## src/rtl/audio_mix_sched.sv

```systemverilog
// Four-channel audio mixer feeding a sigma-delta DAC input.
// Each channel has a one-deep buffer. Once per sample period the FSM adds
// every enabled channel, attenuated by its shift, and registers the result.
// Build option: define AUDIO_MIX_SAT_EN to saturate the mix to audio_bits;
// otherwise the low audio_bits of the accumulator pass through and wrap.
module audio_mix_sched #(
  parameter int audio_bits = 16,
  parameter int sample_div = 1024
) (
  input  logic                    clk,
  input  logic                    reset_n,
  input  logic [4*audio_bits-1:0] ch_data,
  input  logic [3:0]              ch_valid,
  output logic [3:0]              ch_ready,
  input  logic [3:0]              ch_enable,
  input  logic [7:0]              ch_atten,
  input  logic                    mute,
  input  logic                    underrun_clr,
  output logic [audio_bits-1:0]   out_d,
  output logic                    out_strobe,
  output logic [3:0]              underrun
);

  localparam int unsigned acc_w = audio_bits + 2;
  localparam int unsigned cnt_w = 16;

  typedef enum logic [2:0] {IDLE, ACC0, ACC1, ACC2, ACC3, OUT} state_t;

  state_t                  state;
  logic [cnt_w-1:0]        cnt;
  logic                    tick;
  logic [3:0]              full;
  logic [audio_bits-1:0]   sreg [4];
  logic [audio_bits-1:0]   last [4];
  logic signed [acc_w-1:0] acc;
  logic                    acc_act;
  logic [1:0]              acc_ch;
  logic signed [audio_bits-1:0] sel_s;
  logic signed [audio_bits-1:0] shifted;
  logic [1:0]              sel_atten;
  logic signed [acc_w-1:0] contrib;
  logic [audio_bits-1:0]   lim;

  assign tick     = (cnt == cnt_w'(sample_div - 1));
  assign ch_ready = ~full | ~ch_enable;

  // Sample-rate divider, wraps at sample_div-1.
  always_ff @(posedge clk or negedge reset_n) begin
    if (!reset_n)  cnt <= '0;
    else if (tick) cnt <= '0;
    else           cnt <= cnt + cnt_w'(1);
  end

  // Decode which channel the current accumulate state serves.
  always_comb begin
    acc_act = 1'b0;
    acc_ch  = 2'd0;
    case (state)
      ACC0: begin acc_act = 1'b1; acc_ch = 2'd0; end
      ACC1: begin acc_act = 1'b1; acc_ch = 2'd1; end
      ACC2: begin acc_act = 1'b1; acc_ch = 2'd2; end
      ACC3: begin acc_act = 1'b1; acc_ch = 2'd3; end
      default: ;
    endcase
  end

  // Contribution: fresh sample if buffered, else repeat last; zero if disabled.
  always_comb begin
    sel_s     = full[acc_ch] ? sreg[acc_ch] : last[acc_ch];
    sel_atten = ch_atten[{acc_ch, 1'b0} +: 2];
    shifted   = sel_s >>> sel_atten;
    contrib   = '0;
    if (acc_act && ch_enable[acc_ch])
      contrib = {{2{shifted[audio_bits-1]}}, shifted};
  end

`ifdef AUDIO_MIX_SAT_EN
  localparam logic signed [acc_w-1:0] sat_max = acc_w'((1 << (audio_bits - 1)) - 1);
  localparam logic signed [acc_w-1:0] sat_min = -sat_max - acc_w'(1);

  // Clamp the accumulator into the output sample range.
  always_comb begin
    if (acc > sat_max)      lim = sat_max[audio_bits-1:0];
    else if (acc < sat_min) lim = sat_min[audio_bits-1:0];
    else                    lim = acc[audio_bits-1:0];
  end
`else
  logic unused_acc_hi;
  assign unused_acc_hi = ^acc[acc_w-1:audio_bits];

  // Wrap-around: keep only the low sample bits.
  always_comb begin
    lim = acc[audio_bits-1:0];
  end
`endif

  // Channel buffers, last-sample memory and sticky underrun flags.
  always_ff @(posedge clk or negedge reset_n) begin
    if (!reset_n) begin
      full     <= '0;
      underrun <= '0;
      for (int n = 0; n < 4; n++) begin
        sreg[n] <= '0;
        last[n] <= '0;
      end
    end else begin
      for (int n = 0; n < 4; n++) begin
        if (!ch_enable[n]) begin
          full[n] <= 1'b0;
        end else if (acc_act && (acc_ch == 2'(n)) && full[n]) begin
          full[n] <= 1'b0;
          last[n] <= sreg[n];
        end else if (ch_valid[n] && ch_ready[n]) begin
          sreg[n] <= ch_data[n*audio_bits +: audio_bits];
          full[n] <= 1'b1;
        end
        if (acc_act && (acc_ch == 2'(n)) && ch_enable[n] && !full[n])
          underrun[n] <= 1'b1;
        else if (underrun_clr)
          underrun[n] <= 1'b0;
      end
    end
  end

  // Mix sequencer: accumulate four channels, then register the output.
  always_ff @(posedge clk or negedge reset_n) begin
    if (!reset_n) begin
      state      <= IDLE;
      acc        <= '0;
      out_d      <= '0;
      out_strobe <= 1'b0;
    end else begin
      out_strobe <= 1'b0;
      case (state)
        IDLE: if (tick) begin
          state <= ACC0;
          acc   <= '0;
        end
        ACC0: begin acc <= acc + contrib; state <= ACC1; end
        ACC1: begin acc <= acc + contrib; state <= ACC2; end
        ACC2: begin acc <= acc + contrib; state <= ACC3; end
        ACC3: begin acc <= acc + contrib; state <= OUT;  end
        OUT: begin
          out_d      <= mute ? '0 : lim;
          out_strobe <= 1'b1;
          state      <= IDLE;
        end
        default: state <= IDLE;
      endcase
    end
  end

endmodule

```

## config.mk

```make
export PLATFORM = sky130hd
export DESIGN_NAME = audio_mix_sched
export DESIGN_NICKNAME = d
export VERILOG_FILES = /design/src/rtl/audio_mix_sched.sv
export SDC_FILE = /design/constraint.sdc
export NUM_CORES = 1
export LEC_CHECK = 0
export CORE_MARGIN = 1
export CORE_UTILIZATION = 40
export DETAILED_ROUTE_END_ITERATION = 8
export SKIP_CTS_REPAIR_TIMING = 1
export SYNTH_ARGS = -nofsm -noshare
export SYNTH_HDL_FRONTEND = slang
export SYNTH_SLANG_ARGS = --single-unit
```

## constraint.sdc

```tcl
create_clock -name clk -period 6.4 [get_ports clk]
set_input_delay 0.96 -clock clk [delete_from_list [all_inputs] [get_ports clk]]
set_output_delay 0.96 -clock clk [all_outputs]
set_load 0.01 [all_outputs]
```

==> impl_metrics.yaml <==
status:
  status: "complete, no violations"
logic_synthesis:
  netlist_instances: 795
  syn_area_um2: 9320
  async_reset_ff_share_pct: 100
  synth_warnings: 0
  synth_ff_type: "dfrtp_1"
  synth_cell_types: 58
  synth-seq-cells: 188
  syn-num-nets: 896
  synth-seq-area-share_pct: 50.5
  synth_edf_count: 0
  synth_area_per_cell_um2: 11.7
sta:
  finClkSkew_ns: 0.00992
  fin_ws_ns: 1.62
  rsz0062_at_grt: "false"
  final-hold-violation-count: 0
  max_slew_margin_pct: 21.7
  maxSlewViolCount: 0
  max_freq_mhz: 209
  finalCritPeriodShare_pct: 74.6
  tns_ns: 0
  setup_viol: 0
  worst_slew_pin_slew_ns: 1.17
  period_needed_ns: 4.78
cts:
  cts.sinks: 188
  htreeDepth: 4
  clock_path_buffers: 2
  tritoncts: "built"
  root_buffer: "clkbuf_16"
  cts_buffers: 17
  clk_pin_slew_ns: 0.07
  insertion_delay_ns: 0.44
pwr:
  leakagePower_nw: 4.99
  p_clk_share_pct: 40.7
  p_sw_mw: 0.692
  seqPwrFrac_pct: 49.1
  p_sw_share_pct: 24.9
  combPwrFrac_pct: 10.2
  p_int_mw: 2.08
  powerDensity_nw_per_um2: 245
  ir_worst_vdd_mv: 0.144
setup_path:
  critPathMaxFanout: 41
  cp.required_ns: 6.73
  endpoint_kind: "register"
  crit_type: "reg -> reg"
  startpoint_type: "register"
  worstPathArrival_ns: 5.10
die:
  pin_count: 109
  core_um2: 22800
  std_cell_rows: 55
  die_height_um: 155
  fp.dieW_um: 155
  start_util_pct: 40.9
  dieArea_um2: 23900
placement:
  gp_congestion: 0.861
  dpl_cell_area_um2: 10700
  dpl.hpwl_um: 15200
  dp_slack_ns: 1.61
  portBuffers: 108
grt:
  overflow: 0
  antenna_found_initial: 0
  grt_max_degree: 71
  grt_usage_pct: 18.8
  grt_pass1_wl_um: 35100
  first_global_vias: 6396
routing:
  antenna_left: 0
  drtIter0Drc: 403
  drc: 0
  routed_wl_um: 21100
  wl_per_cell_um: 17.3
  dr.pass1.iters: 5
  vias_per_cell: 5.25
  num_vias: 6409
layout:
  regArea_um2: 4710
  nets: 996
  n_antenna_cell: 0
  drive_gt1_share_pct: 21.7
  syn2layout_area_growth_pct: 21.8
  multi_input_area_um2: 4420
  final_cell_area_um2: 11400
  final_util_pct: 49.8
  n_fill_cell: 2107
run:
  max-cap-violations: 0
worst_hold_path:
  holdCritPathClass: "reg -> reg"
[per-stage QoR]
step                total power, mW  hold slack [ns]  std cells
finish                         2.78            0.470       1220
global route                   2.89            0.501       1220
CTS                            2.81            0.468       1220
detailed placement             1.68            0.459       1189
global placement               1.67            0.453       1189
floorplan                      1.52            0.433        795
[per-layer routing]
layer  share of wire (%)  track usage, %  wire, um
met1                  49            26.8     10300
met2                  47            29.6      9890
met3                 3.0            3.22       640
met4                 1.0            5.09       211
met5                   0               0         0
[synthesized netlist by cell type (2+ instances only)]
master	count	area, um^2
o22ai_1	6	37.5
ha_1	16	200
buf_2	13	65.1
a21o_1	5	37.5
nor3b_1	2	15.0
buf_1	3	11.3
o31ai_1	2	15.0
mux2_2	134	1510
o221a_2	13	146
nand3b_1	5	37.5
inv_1	12	45.0
o221ai_1	13	114
nor3_1	7	35.0
o21bai_1	3	22.5
a21oi_1	34	170
o21ai_0	30	150
and3_1	3	18.8
a22o_1	26	228
nand2_1	70	263
clkbuf_1	20	75.1
a32o_1	4	40.0
nor2_1	40	150
nand4_1	3	18.8
xnor2_1	16	140
nand2b_1	20	125
a221o_1	3	30.0
a31oi_1	2	12.5
nor2b_1	4	25.0
dfrtp_1	188	4700
mux2i_1	47	470
nor4_1	2	12.5
xor2_1	10	87.6
nand3_1	14	70.1
[cell type report]
type                    instances  share of cell area (%)
clock buffers                  19                    3.90
clock inverters                12                    1.64
multi-input cells             557                    38.9
inverters                      13                   0.430
repair buffers                118                    10.2
well taps                     313                    3.45
flip-flops and latches        188                    41.4
[final timing paths]
| path | startpoint | end | slack (ns) | cells past startpoint |
|---|---|---|---|---|
| worst max-delay path | state[0] | acc[10] | 1.62 | 16 |
| worst min-delay path | cnt[0] | cnt[0] | 0.47 | 1 |
| worst max register to register | state[0] | acc[10] | 1.62 | 16 |
| worst min register to register | cnt[0] | cnt[0] | 0.47 | 1 |
| max in group asynchronous | reset_n | last[7] | 4.58 | 2 |
| min in group asynchronous | reset_n | cnt[15] | 0.49 | 1 |
[worst max-delay path: stages, from the launching register on]
cell	delay (ns)
dfrtp_2	0.46
buf_4	0.54
mux2_2	0.31
o22ai_2	0.12
nor2_2	0.48
mux2i_1	0.24
a221o_1	0.18
nand2_1	0.06
a32o_1	0.28
ha_1	0.21
fa_1	0.41
a21o_1	0.17
a21o_1	0.21
a21oi_1	0.25
o22ai_1	0.16
a311o_1	0.38
a22o_1	0.20
[logic make-up after synthesis]
kind of cell,Yosys count,synth area share (%)
AO/OA/AOI/OAI,155,12.2
XOR/XNOR,26,2.44
multiplexers,182,21.4
AND/OR/NAND/NOR,177,8.86
buffers and inverters,50,2.27
flip-flops,188,50.5
adder cells (fa/ha/maj),17,2.36
[sequential cells by signal (all words and copies together), names as in the netlist]
name	cells
out_strobe	1
last	64
cnt	16
state	3
out_d	16
acc	16
underrun	4
sreg	64
full	4
[power groups by stage]
| stage | sequential, mW | clock [mW] | combinational (mW) |
|---|---|---|---|
| floorplan | 1.35 | 0 | 0.169 |
| global placement | 1.39 | 0 | 0.283 |
| detailed placement | 1.39 | 0 | 0.288 |
| CTS | 1.37 | 1.16 | 0.288 |
| global route | 1.38 | 1.20 | 0.312 |
| finish | 1.36 | 1.13 | 0.283 |
[placed cells by master, fill, tap and decap left out, drive strengths merged, types with 26 or more instances in the layout]
| master | instances |
|---|---|
| o21ai | 30 |
| nand2 | 70 |
| clkdlybuf4s50 | 107 |
| dfrtp | 188 |
| mux2 | 135 |
| mux2i | 47 |
| a21oi | 34 |
| a22o | 26 |
| nor2 | 41 |
(Power assumes the default switching activity.)
